## config.mk

```make
export PLATFORM = sky130hd
export DESIGN_NAME = fft_butterfly_stage
export DESIGN_NICKNAME = d
export VERILOG_FILES = /design/src/rtl/fft_butterfly_stage.sv
export SDC_FILE = /design/constraint.sdc
export NUM_CORES = 1
export LEC_CHECK = 0
export ABC_AREA = 1
export CAP_MARGIN = 40
export CORE_ASPECT_RATIO = 1.75
export CORE_UTILIZATION = 30
export DETAILED_ROUTE_END_ITERATION = 7
export GPL_TIMING_DRIVEN = 0
export PLACE_DENSITY_LB_ADDON = 0.3
export SKIP_LAST_GASP = 1
export SLEW_MARGIN = 40
export SYNTH_ARGS = -nofsm -noshare
export SYNTH_HDL_FRONTEND = slang
export SYNTH_SLANG_ARGS = --single-unit
```

## constraint.sdc

```tcl
create_clock -name clk -period 2 [get_ports clk]
set_input_delay 0.6 -clock clk [delete_from_list [all_inputs] [get_ports clk]]
set_output_delay 0.6 -clock clk [all_outputs]
set_load 0.01 [all_outputs]
```

## src/rtl/fft_butterfly_stage.sv

```systemverilog
// Radix-2 butterfly stage: y0=(x+w)/2, y1=(x-w)/2 with a two-register valid/ready pipeline.
// Optional macro BFLY_ROUND_EN selects round-half-up instead of floor truncation.
module fft_butterfly_stage #(
  parameter int W              = 16,
  parameter int BFLY_PER_FRAME = 4,
  localparam int IDX_W         = (BFLY_PER_FRAME > 1) ? $clog2(BFLY_PER_FRAME) : 1
) (
  input  logic                clk,
  input  logic                rst_n,
  input  logic                in_valid,
  output logic                in_ready,
  input  logic [W-1:0]        x_r,
  input  logic [W-1:0]        x_i,
  input  logic [W-1:0]        w_r,
  input  logic [W-1:0]        w_i,
  output logic                out_valid,
  input  logic                out_ready,
  output logic [W-1:0]        y0_r,
  output logic [W-1:0]        y0_i,
  output logic [W-1:0]        y1_r,
  output logic [W-1:0]        y1_i,
  output logic                out_last,
  output logic [IDX_W-1:0]    bfly_idx
);

`ifdef BFLY_ROUND_EN
  localparam logic [W+1:0] RND = (W+2)'(1);
`else
  localparam logic [W+1:0] RND = '0;
`endif
  localparam logic [IDX_W-1:0] IDX_LAST = IDX_W'(BFLY_PER_FRAME - 1);

  // S1: captured operands
  logic             s1_vld_q, s1_vld_d;
  logic             s1_last_q, s1_last_d;
  logic [W-1:0]     s1_xr_q, s1_xr_d, s1_xi_q, s1_xi_d;
  logic [W-1:0]     s1_wr_q, s1_wr_d, s1_wi_q, s1_wi_d;
  // S2: results
  logic             out_vld_q, out_vld_d;
  logic             out_last_q, out_last_d;
  logic [W-1:0]     y0r_q, y0r_d, y0i_q, y0i_d, y1r_q, y1r_d, y1i_q, y1i_d;
  logic [IDX_W-1:0] idx_q, idx_d;

  logic             s2_load, s1_adv, s1_load;
  logic [W+1:0]     xr_e, xi_e, wr_e, wi_e;
  logic [W+1:0]     sum_r, sum_i, dif_r, dif_i;

  always_comb begin
    s2_load = !out_vld_q || out_ready;
    s1_adv  = s1_vld_q && s2_load;
    in_ready = !s1_vld_q || s2_load;
    s1_load = in_valid && in_ready;

    xr_e = {{2{s1_xr_q[W-1]}}, s1_xr_q};
    xi_e = {{2{s1_xi_q[W-1]}}, s1_xi_q};
    wr_e = {{2{s1_wr_q[W-1]}}, s1_wr_q};
    wi_e = {{2{s1_wi_q[W-1]}}, s1_wi_q};
    sum_r = xr_e + wr_e + RND;
    sum_i = xi_e + wi_e + RND;
    dif_r = xr_e - wr_e + RND;
    dif_i = xi_e - wi_e + RND;
  end

  always_comb begin
    s1_vld_d   = s1_vld_q;
    s1_last_d  = s1_last_q;
    s1_xr_d    = s1_xr_q;
    s1_xi_d    = s1_xi_q;
    s1_wr_d    = s1_wr_q;
    s1_wi_d    = s1_wi_q;
    out_vld_d  = out_vld_q;
    out_last_d = out_last_q;
    y0r_d      = y0r_q;
    y0i_d      = y0i_q;
    y1r_d      = y1r_q;
    y1i_d      = y1i_q;
    idx_d      = idx_q;

    if (s1_load) begin
      s1_vld_d  = 1'b1;
      s1_last_d = (idx_q == IDX_LAST);
      s1_xr_d   = x_r;
      s1_xi_d   = x_i;
      s1_wr_d   = w_r;
      s1_wi_d   = w_i;
      idx_d     = (idx_q == IDX_LAST) ? '0 : idx_q + 1'b1;
    end else if (s1_adv) begin
      s1_vld_d = 1'b0;
    end

    // Bits [W:1] are the arithmetic shift right by one, truncated to W bits.
    if (s2_load) begin
      out_vld_d  = s1_vld_q;
      out_last_d = s1_vld_q && s1_last_q;
      if (s1_vld_q) begin
        y0r_d = sum_r[W:1];
        y0i_d = sum_i[W:1];
        y1r_d = dif_r[W:1];
        y1i_d = dif_i[W:1];
      end
    end
  end

  always_ff @(posedge clk) begin
    if (!rst_n) begin
      s1_vld_q   <= 1'b0;
      s1_last_q  <= 1'b0;
      s1_xr_q    <= '0;
      s1_xi_q    <= '0;
      s1_wr_q    <= '0;
      s1_wi_q    <= '0;
      out_vld_q  <= 1'b0;
      out_last_q <= 1'b0;
      y0r_q      <= '0;
      y0i_q      <= '0;
      y1r_q      <= '0;
      y1i_q      <= '0;
      idx_q      <= '0;
    end else begin
      s1_vld_q   <= s1_vld_d;
      s1_last_q  <= s1_last_d;
      s1_xr_q    <= s1_xr_d;
      s1_xi_q    <= s1_xi_d;
      s1_wr_q    <= s1_wr_d;
      s1_wi_q    <= s1_wi_d;
      out_vld_q  <= out_vld_d;
      out_last_q <= out_last_d;
      y0r_q      <= y0r_d;
      y0i_q      <= y0i_d;
      y1r_q      <= y1r_d;
      y1i_q      <= y1i_d;
      idx_q      <= idx_d;
    end
  end

  assign out_valid = out_vld_q;
  assign out_last  = out_last_q;
  assign y0_r      = y0r_q;
  assign y0_i      = y0i_q;
  assign y1_r      = y1r_q;
  assign y1_i      = y1i_q;
  assign bfly_idx  = idx_q;

endmodule

```

==> reports/results.ini, run 1 <==
[drt]
wl_per_cell_um = 16.8
dr.pass1.iters = 5
first_iter_violations = 508
vias = 8891
ant_nets = 0
viasPerCell = 4.58
remaining_drc_errors = 0
wl_um = 32500

[critical_path]
crit_required_ns = 1.40
cp-end-kind = primary output
worstPathArrival_ns = 1.37
critPathKind = flip-flop to primary output
critPathLaunchType = flip-flop
path_max_fanout = 2
critPathBufInv = 1
cp-endpoint = y1_i[3]
slowest_stage = clkdlybuf4s50_1
critical-path-top-delay-family = buffers and inverters
regToRegStartpoint = s1_wi_q[8]$_SDFFE_PN0P_
crit_chain = clkdlybuf4s50_1
reg2reg_setup_slack_ns = 0.10
timing.rr.end = y0_i[14]$_SDFFE_PN0P_
max_stage_delay_ns = 0.54
reg2regPathDepth = 14
startpoint = y1_i[3]$_SDFFE_PN0P_
critical_path_depth = 1

[floorplanning]
ios = 137
die-area_um2 = 29800
die_h_um = 228
initial_core_util = 0.305
core_um2 = 28600
rows = 82
fp.dieW_um = 131

[synthesis]
yosys.area_share.simple = 0.310
ys_warn_count = 0
synth_compound_area_frac = 0.122
synth_nets = 1523
ys_types = 31
syn_avg_cell_area_um2 = 6.28
synthAdderAreaFrac = 0.0966
ys_seq_area_frac = 0.307
synth_top_family_by_area = simple AND/OR/NAND/NOR gates
synth-xor-area-share = 0.0221
syn_inst = 1390
synth_area_um2 = 8730
muxShareOfSynthArea = 0
ys_ff_latch = 134

[place]
dp_hpwl_um = 26200
dp.cells = 1903
io_buffers = 135
gp_congestion = 0.884

[pwr]
pwr_density_cell_nw_per_um2 = 783
power.internal_uw = 5860
p_seq_frac = 0.342
combPwrFrac = 0.286
p_leak_uw = 0.00599
p_sw_frac = 0.345
ir_drop_uv = 673
total_power_uw = 8950
clkPwrFrac = 0.372
p_switching_uw = 3080

[timing]
finalClockSkew_ns = 0.0129
relSlewSlack = 0.505
drv_slew = 0
hold_slack_ns = 0.455
hold_violations = 0
fin_crit_ns = 1.97
setup_viol = 0
fmax_mhz = 508
worstMarginPinSlew_ns = 0.742
grt_setup_unrepaired = true
period_share = 0.985
setup-tns-final_ns = 0

[global_route]
grt_pass1_vias = 8804
gr-total-overflow = 0
gr-usage-all-layers = 0.228
grt_max_degree = 17
grt_pass1_wl_um = 48800
antenna_found_initial = 0

[cts]
root_buffer = clkbuf_16
htree_levels = 4
ctsHoldBuffers = 0
clk_latency_ns = 0.46
cts_buffers = 17
cts_buffer_depth = 2
cts_tree = yes
clk_pin_slew_ns = 0.07
cts_sinks = 134

[cells_and_area]
multi_input_area_um2 = 5000
utilization = 0.399
layout_common_cells = 306 x nand2_1, 222 x inv_1, 210 x nor2_1
diodes = 0
fillCellCount = 3123
area_delta_synth_final_pct = 31.0
nNetsFinal = 1682
final_common_cell = nand2_1
drive_above_1_share = 0.114
seq_area_um2 = 2700
final_cells = 1940

[worst_hold_path]
hp-start = s1_last_q$_SDFFE_PN0P_
hp-class = flip-flop to flip-flop

[run_status]
status = finished clean

[flow_run]
cap_violations = 0

layout make-up:
class	count	area share
Clock buffer	19	0.0379
Clock inverter	13	0.0150
Buffer	62	0.0327
Timing Repair Buffer	140	0.120
Inverter	240	0.0788
Sequential cell	134	0.236
Multi-Input combinational cell	954	0.438
Tap cell	378	0.0414
cells by family after synthesis:
kind of cell | after synthesis
AND/OR/NAND/NOR | 665
buffers and inverters | 302
adder cells (fa/ha/maj) | 65
flip-flops | 134
XOR/XNOR | 22
AO/OA/AOI/OAI | 202
metrics by stage:
step           setup WS [ns]  area [um^2]
2_1_floorplan          0.328         8730
3_3_place_gp          -0.544        10600
3_5_place_dp          -0.554        10600
4_1_cts              -0.0380        11200
5_1_grt              -0.0536        11400
6_report              0.0299        11400
worst min path at each step:
| stage | to | slack, ns | depth (start not counted) |
|---|---|---|---|
| 2_1_floorplan | out_last$_SDFFE_PN0P_ | 0.44 | 2 |
| 3_3_place_gp | out_last$_SDFFE_PN0P_ | 0.45 | 2 |
| 3_5_place_dp | out_last$_SDFFE_PN0P_ | 0.46 | 2 |
| 4_1_cts | out_last$_SDFFE_PN0P_ | 0.46 | 2 |
| 5_1_grt | out_last$_SDFFE_PN0P_ | 0.49 | 2 |
| 6_report | out_last$_SDFFE_PN0P_ | 0.45 | 2 |
flip-flops by register name (all words and copies together), names as in the netlist:
name / cells
y1_i: 16
s1_xr_q: 16
bfly_idx: 2
s1_wr_q: 16
s1_xi_q: 16
y0_i: 16
out_valid: 1
y0_r: 16
s1_vld_q: 1
y1_r: 16
out_last: 1
s1_wi_q: 16
s1_last_q: 1
per-layer routing:
layer  global-route usage  wire length (um)
met1                0.225             12000
met2                0.448             18200
met3               0.0290               810
met4                0.126              1550
met5                    0                 0
cell usage after synthesis (all sizes together):
master,count,area [um^2]
buf,46,277
inv,240,901
nand2,332,1260
nor2,226,886
o21ai,100,500
o21bai,5,37.5
nand4,6,37.5
ha,61,763
clkbuf,16,60.1
nor3,8,45.0
a21oi,88,459
xnor2,1,8.76
nand3,86,430
o211ai,5,37.5
and3,2,12.5
a311oi,1,8.76
a211oi,2,15.0
xor2,21,184
fa,4,80.1
o211a,1,10.0
dfxtp,134,2680
and2,5,31.3
power by group through the flow:
stage	sequential [uW]	clock (uW)	combinational, uW
5_1_grt	3080	3490	2860
3_3_place_gp	3110	0	2450
6_report	3060	3330	2560
4_1_cts	3060	3380	2460
2_1_floorplan	3110	0	1490
3_5_place_dp	3110	0	2460
timing repair:
item	4_1_cts	5_1_grt
setup endpoints to repair	34	40
resized for setup	32	87
buffers inserted	1	4
pin swaps	1	11
(Power assumes the default switching activity.)
==> run 2, diff against run 1 <==
--- a/config.mk
+++ b/config.mk
@@ -5,7 +5,6 @@
 export SDC_FILE = /design/constraint.sdc
 export NUM_CORES = 1
 export LEC_CHECK = 0
-export ABC_AREA = 1
 export CAP_MARGIN = 40
 export CORE_ASPECT_RATIO = 1.75
 export CORE_UTILIZATION = 30
==> run 2 against run 1 <==
Effect of this change: the flow now finishes with violations (setup timing); combinational power increased by 5%; clock power decreased by 5%; sequential power decreased by 2%; fmax decreased by 17%; design area increased by 7.7%; cell count decreased by 17%; sequential cell count unchanged; clock skew decreased by 0.0022 ns; clock-buffer cell count increased by 2; sequential share of layout area decreased by 1.4 points; total power decreased by 0.80%; global-route usage increased by 0.059 points; critical path type is now flip-flop to flip-flop; critical endpoint is now y0_i[14]$_SDFFE_PN0P_; largest cell class unchanged.
==> reports/results.ini, run 2 <==
[run_status]
status = finished with violations
violations = setup timing

[timing]
setup_viol = 34  ; +34
layout_setup_ws_ns = -0.366  ; -0.396 ns
drv_slew = 0  ; unchanged
finalClockSkew_ns = 0.0107  ; -0.00224 ns
grt_setup_unrepaired = true
period_share = 1.18  ; +0.198
worstMarginPinSlew_ns = 0.813  ; +0.0715 ns
hold_violations = 0  ; unchanged
fin_crit_ns = 2.37  ; +0.396 ns
relSlewSlack = 0.458  ; -0.0477
fmax_mhz = 423  ; -17%
hold_slack_ns = 0.456  ; +0.000944 ns

[drt]
ant_nets = 0  ; unchanged
wl_um = 30400  ; -6.5%
first_iter_violations = 440  ; -13%
viasPerCell = 5.20  ; +13%
vias = 8333  ; -6.3%
remaining_drc_errors = 0  ; unchanged
wl_per_cell_um = 19.0  ; +13%
dr.pass1.iters = 6  ; +1

[floorplanning]
initial_core_util = 0.306  ; +0.000780
rows = 77  ; -6.1%
fp.dieW_um = 123  ; -5.7%
die_h_um = 215  ; -5.7%
ios = 137  ; unchanged
die-area_um2 = 26500  ; -11%
core_um2 = 25300  ; -11%

[cts]
cts_tree = yes
clk_pin_slew_ns = 0.06  ; about the same
htree_levels = 4  ; unchanged
root_buffer = clkbuf_16
clk_latency_ns = 0.45  ; about the same
cts_buffers = 17  ; unchanged
cts_buffer_depth = 2  ; unchanged
cts_sinks = 134  ; unchanged
ctsHoldBuffers = 0  ; unchanged

[critical_path]
critPathLaunchType = flip-flop
cp-end-kind = flip-flop
worstPathArrival_ns = 2.70  ; +1.33 ns
critPathKind = flip-flop to flip-flop
path_max_fanout = 4  ; +2
crit_required_ns = 2.34  ; +0.94 ns

[cells_and_area]
diodes = 0  ; unchanged
nNetsFinal = 1406  ; -16%
final_cells = 1602  ; -17%
area_delta_synth_final_pct = 59.0
drive_above_1_share = 0.297  ; +0.183
fillCellCount = 2421  ; -22%
utilization = 0.486  ; +0.0864
layout_common_cells = 183 x nand2_1, 119 x clkdlybuf4s50_1, 112 x a21oi_1
final_common_cell = nand2_1

[pwr]
ir_drop_uv = 690  ; +2.5%
pwr_density_cell_nw_per_um2 = 721  ; -7.9%
p_seq_frac = 0.339  ; -0.003
p_switching_uw = 2870  ; -6.9%
power.internal_uw = 6000  ; +2.4%
clkPwrFrac = 0.358  ; -0.014
p_leak_uw = 0.00508  ; -15%
combPwrFrac = 0.302  ; +0.016
p_sw_frac = 0.324  ; -0.0212

[synthesis]
synth_area_um2 = 7740  ; -11%
synth_top_family_by_area = simple AND/OR/NAND/NOR gates
ys_warn_count = 0  ; unchanged
ys_seq_area_frac = 0.346  ; +0.0390
synth_top_area_cell = dfxtp_1
synth_flop_cell = dfxtp_1
synth_area_leaders = dfxtp_1 35%, ha_1 9.9%, nand2_1 9.3%, a21oi_1 9.0%, nor2_1 3.4%
synthAdderAreaFrac = 0.109  ; +0.0123
ys_types = 64  ; +110%
synth_most_common_cell = nand2_1
synth_compound_area_frac = 0.218  ; +0.0952
yosys.area_share.simple = 0.219  ; -0.0903
async_flop_share = 0  ; unchanged
synth_nets = 1153  ; -24%
synthTopCellsByCount = 191 x nand2_1, 139 x a21oi_1, 134 x dfxtp_1
syn_avg_cell_area_um2 = 7.59  ; +21%
synth_edf_count = 0  ; unchanged
syn_inst = 1020  ; -27%
yosysTopAreaCellShare = 0.346  ; +0.0390
ys_ff_latch = 134  ; unchanged
muxShareOfSynthArea = 0.00905  ; +0.00905
synth-xor-area-share = 0.0351  ; +0.0130

[global_route]
antenna_found_initial = 0  ; unchanged
grt_max_degree = 17  ; unchanged
gr-usage-all-layers = 0.229  ; +0.000588
gr-total-overflow = 0  ; unchanged
grt_pass1_vias = 8367  ; -5.0%
grt_pass1_wl_um = 45000  ; -7.9%

[place]
dp.cells = 1471  ; -23%
post-place-ws_ns = -1.55  ; -0.991 ns
io_buffers = 135  ; unchanged
dp_hpwl_um = 21900  ; -16%
gp_congestion = 0.922  ; +4.4%

[worst_hold_path]
hp-class = flip-flop to flip-flop

[flow_run]
cap_violations = 0  ; unchanged

## run 2: layer usage
metal / share of wire / vias up / GRT usage
li1: - / 4015 / -
met1: 0.37 / 3943 / 0.238
met2: 0.53 / 287 / 0.413
met3: 0.045 / 88 / 0.0348
met4: 0.061 / 0 / 0.151
met5: 0 / - / 0
## run 2: timing repair
item / 4_1_cts / 5_1_grt
setup buffers: 77 / 33
endpoints found under the setup margin: 113 / 62
pin swaps: 68 / 93
gates resized for setup: 203 / 124
## run 2: path summary, 6_finish.rpt
kind              slack (ns)                     to                    start  cells past startpoint
setup / recovery       -0.37  y0_i[14]$_SDFFE_PN0P_  s1_xi_q[1]$_SDFFE_PN0P_                      8
hold / removal          0.46   y1_r[8]$_SDFFE_PN0P_     y1_r[8]$_SDFFE_PN0P_                      2
setup reg to reg       -0.37  y0_i[14]$_SDFFE_PN0P_  s1_xi_q[1]$_SDFFE_PN0P_                      8
hold reg to reg         0.46   y1_r[8]$_SDFFE_PN0P_     y1_r[8]$_SDFFE_PN0P_                      2
## run 2: critical path, stage by stage (launching register included)
cell	delay [ns]
dfxtp_4	0.37
ha_4	0.24
nand3b_1	0.24
a2111oi_4	0.45
o21ai_2	0.11
nand2_2	0.14
a21oi_2	0.08
or4_1	0.46
nor3b_2	0.16
## run 2: through the flow
stage	instance area [um^2]	power, uW	TNS [ns]
after floorplan	7940	4150	-0.339
after detailed placement	9690	4960	-100.07
after global placement	9690	4940	-100.10
final	12300	8880	-5.13
after CTS	11600	8580	-3.70
after global routing	12300	9220	-8.36
## run 2: layout make-up
cell class / instances / area [um^2] / area share
clock buffers: 21 / 482 / 0.0391
repair buffers: 240 / 2280 / 0.185
well taps: 316 / 395 / 0.0321
clock inverters: 11 / 113 / 0.00915
flip-flops and latches: 134 / 2740 / 0.222
multi-input cells: 760 / 5700 / 0.463
inverters: 59 / 239 / 0.0194
plain buffers: 61 / 367 / 0.0298
## run 2: cell families after synthesis
family / after synthesis
AO/OA/AOI/OAI: 275
XOR/XNOR: 31
adder cells (fa/ha/maj): 65
buffers and inverters: 126
flip-flops: 134
multiplexers: 7
AND/OR/NAND/NOR: 382
## run 2: power groups by stage
stage	logic, uW	registers [uW]	clock network (uW)
after floorplan	1090	3060	0
after global placement	1880	3060	0
after detailed placement	1900	3060	0
after CTS	2370	3000	3200
after global routing	2860	3030	3320
final	2680	3010	3180
==> run 3, diff against run 2 <==
--- a/config.mk
+++ b/config.mk
@@ -10,6 +10,7 @@
 export CORE_UTILIZATION = 30
 export DETAILED_ROUTE_END_ITERATION = 7
 export GPL_TIMING_DRIVEN = 0
+export MAX_ROUTING_LAYER = met4
 export PLACE_DENSITY_LB_ADDON = 0.3
 export SKIP_LAST_GASP = 1
 export SLEW_MARGIN = 40
==> run 3 against run 2 <==
Effect of this change: sequential share of layout area increased by 0.31 points; critical path depth grew 2; non-clock buffer count down 5; sequential power barely moved; worst hold slack better by 0.0012 ns; the flow still finishes with violations (setup timing).
==> reports/results.ini, run 3 (synthesized netlist as in run 2, its figures left out) <==
[run_status]
status = finished with violations
violations = setup timing

[cells_and_area]
area_delta_synth_final_pct = 56.9
diodes = 0  ; unchanged
utilization = 0.479  ; -0.00637
layout_common_cells = 183 x nand2_1, 117 x clkdlybuf4s50_1, 114 x a21oi_1
drive_above_1_share = 0.295  ; -0.00196
nNetsFinal = 1401  ; -0.36%
fillCellCount = 2447  ; +1.1%
final_common_cell = nand2_1

[cts]
cts_buffer_depth = 2  ; unchanged
cts_sinks = 134  ; unchanged
clk_latency_ns = 0.45  ; about the same
clk_pin_slew_ns = 0.07  ; about the same
ctsHoldBuffers = 0  ; unchanged
cts_buffers = 17  ; unchanged
root_buffer = clkbuf_16
cts_tree = yes
htree_levels = 4  ; unchanged

[timing]
layout_setup_ws_ns = -0.357  ; +0.00878 ns
worstMarginPinSlew_ns = 0.805  ; -0.00877 ns
fin_crit_ns = 2.36  ; -0.00878 ns
relSlewSlack = 0.464  ; +0.00585
fmax_mhz = 424  ; +0.37%
setup_viol = 32  ; -5.9%
drv_slew = 0  ; unchanged
grt_setup_unrepaired = true
hold_violations = 0  ; unchanged
period_share = 1.18  ; -0.00439
hold_slack_ns = 0.457  ; +0.00124 ns
finalClockSkew_ns = 0.0106  ; -0.000136 ns

[worst_hold_path]
min_to = y1_r[8]$_SDFFE_PN0P_
hp-class = flip-flop to flip-flop
hold_depth = 2  ; unchanged
hp-start = y1_r[8]$_SDFFE_PN0P_

[critical_path]
critical-path-top-delay-family = compound AO/OA/AOI/OAI gates
critical_path_depth = 10  ; +2
max_stage_delay_ns = 0.36  ; -0.10 ns
regToRegStartpoint = s1_wi_q[1]$_SDFFE_PN0P_
critPathKind = flip-flop to flip-flop
reg2reg_setup_slack_ns = -0.36  ; about the same
critPathBufInv = 2  ; +2
crit_chain = buf_6 > buf_6 > fa_2 > nand2b_4 > a21oi_4 > o21ai_4 > a211o_1 > a211oi_2 > mux2i_1 > a21oi_1
crit_required_ns = 2.31  ; -0.03 ns
crit_path_frequent_cell = buf_6
reg2regPathDepth = 10  ; +2
path_max_fanout = 3  ; -1
slowest_stage = dfxtp_4
critPathLaunchType = flip-flop
timing.rr.end = y1_i[13]$_SDFFE_PN0P_
worstPathArrival_ns = 2.66  ; -0.04 ns
cp-end-kind = flip-flop

[global_route]
grt_busiest_layer = met2
grt_max_degree = 17  ; unchanged
grt_pass1_wl_um = 44900  ; -0.34%
antenna_found_initial = 0  ; unchanged
met2_usage = 0.415  ; +0.00130
grt_pass1_vias = 8256  ; -1.3%
gr-total-overflow = 0  ; unchanged
gr-usage-all-layers = 0.237  ; +0.00794
grt.met3_usage = 0.0383  ; +0.00346
met1_usage = 0.240  ; +0.00234

[drt]
wl_per_cell_um = 18.9  ; -0.39%
vias = 8339  ; +0.072%
dr.pass1.iters = 5  ; -1
first_iter_violations = 379  ; -14%
wl_um = 30200  ; -0.70%
ant_nets = 0  ; unchanged
viasPerCell = 5.22  ; +0.39%
remaining_drc_errors = 0  ; unchanged

[pwr]
clkPwrFrac = 0.362  ; +0.004
combPwrFrac = 0.298  ; -0.004
power.internal_uw = 5970  ; -0.55%
p_leak_uw = 0.00502  ; -1.3%
p_sw_frac = 0.324  ; +0.000650
p_seq_frac = 0.341  ; +0.002
total_power_uw = 8840  ; -0.46%
p_switching_uw = 2860  ; -0.26%
pwr_density_cell_nw_per_um2 = 727  ; +0.87%
ir_drop_uv = 718  ; +4.0%

[floorplanning]
fp.dieW_um = 123  ; unchanged
die-area_um2 = 26500  ; unchanged
rows = 77  ; unchanged
ios = 137  ; unchanged
die_h_um = 215  ; unchanged
core_um2 = 25300  ; unchanged
initial_core_util = 0.306  ; unchanged

[place]
gp_congestion = 0.935  ; +1.3%
io_buffers = 135  ; unchanged
dp_hpwl_um = 22100  ; +0.63%
post-place-ws_ns = -1.56  ; -0.0108 ns

[flow_run]
cap_violations = 0  ; unchanged

-- run 3: worst max path at each step --
stage	start	endpoint	slack (ns)
after floorplan	s1_xi_q[1]$_SDFFE_PN0P_	y1_i[13]$_SDFFE_PN0P_	-0.13
after global placement	out_ready	y1_r[5]$_SDFFE_PN0P_	-1.53
after detailed placement	out_ready	y1_r[5]$_SDFFE_PN0P_	-1.56
after CTS	s1_wi_q[1]$_SDFFE_PN0P_	y0_i[12]$_SDFFE_PN0P_	-0.36
after global routing	s1_wi_q[1]$_SDFFE_PN0P_	y0_i[12]$_SDFFE_PN0P_	-0.40
final	s1_wi_q[1]$_SDFFE_PN0P_	y1_i[13]$_SDFFE_PN0P_	-0.36
-- run 3: metrics by stage --
| step | cell area (um^2) | std cells | TNS [ns] |
|---|---|---|---|
| 2_1_floorplan | 7940 | 1020 | -0.339 |
| 3_3_place_gp | 9690 | 1471 | -98.47 |
| 3_5_place_dp | 9690 | 1471 | -98.83 |
| 4_1_cts | 11500 | 1574 | -4.24 |
| 5_1_grt | 12100 | 1597 | -7.31 |
| 6_report | 12100 | 1597 | -4.12 |
-- run 3: area by class of cell --
| class | instances | area (um^2) | share of cell area |
|---|---|---|---|
| Multi-Input combinational cell | 760 | 5650 | 0.465 |
| Sequential cell | 134 | 2740 | 0.225 |
| Timing Repair Buffer | 238 | 2210 | 0.182 |
| Clock buffer | 17 | 425 | 0.0350 |
| Tap cell | 316 | 395 | 0.0325 |
| Buffer | 58 | 319 | 0.0263 |
| Inverter | 59 | 245 | 0.0202 |
| Clock inverter | 15 | 165 | 0.0136 |
-- run 3: repair_timing --
item / CTS / global route
pin swaps: 71 / 84
gates resized for setup: 197 / 117
hold endpoints to repair: 0 / 0
endpoints found under the setup margin: 114 / 85
setup buffers: 77 / 28
-- run 3: routing by layer --
metal  wire (um)  vias up
met4        1870        0
met5           0        -
met3        1380      105
li1            -     4003
met2       16000      291
met1       10900     3940
-- run 3: worst min-delay path, stage by stage, from the launching register on --
cell	delay, ns
dfxtp_1	0.31
nand3_1	0.06
o21ai_1	0.05
-- run 3: power by group through the flow --
| stage | Sequential, uW | Combinational (uW) | Clock [uW] |
|---|---|---|---|
| after floorplan | 3060 | 1090 | 0 |
| after global placement | 3060 | 1880 | 0 |
| after detailed placement | 3060 | 1890 | 0 |
| after CTS | 3010 | 2340 | 3250 |
| after global routing | 3030 | 2810 | 3360 |
| final | 3010 | 2630 | 3200 |
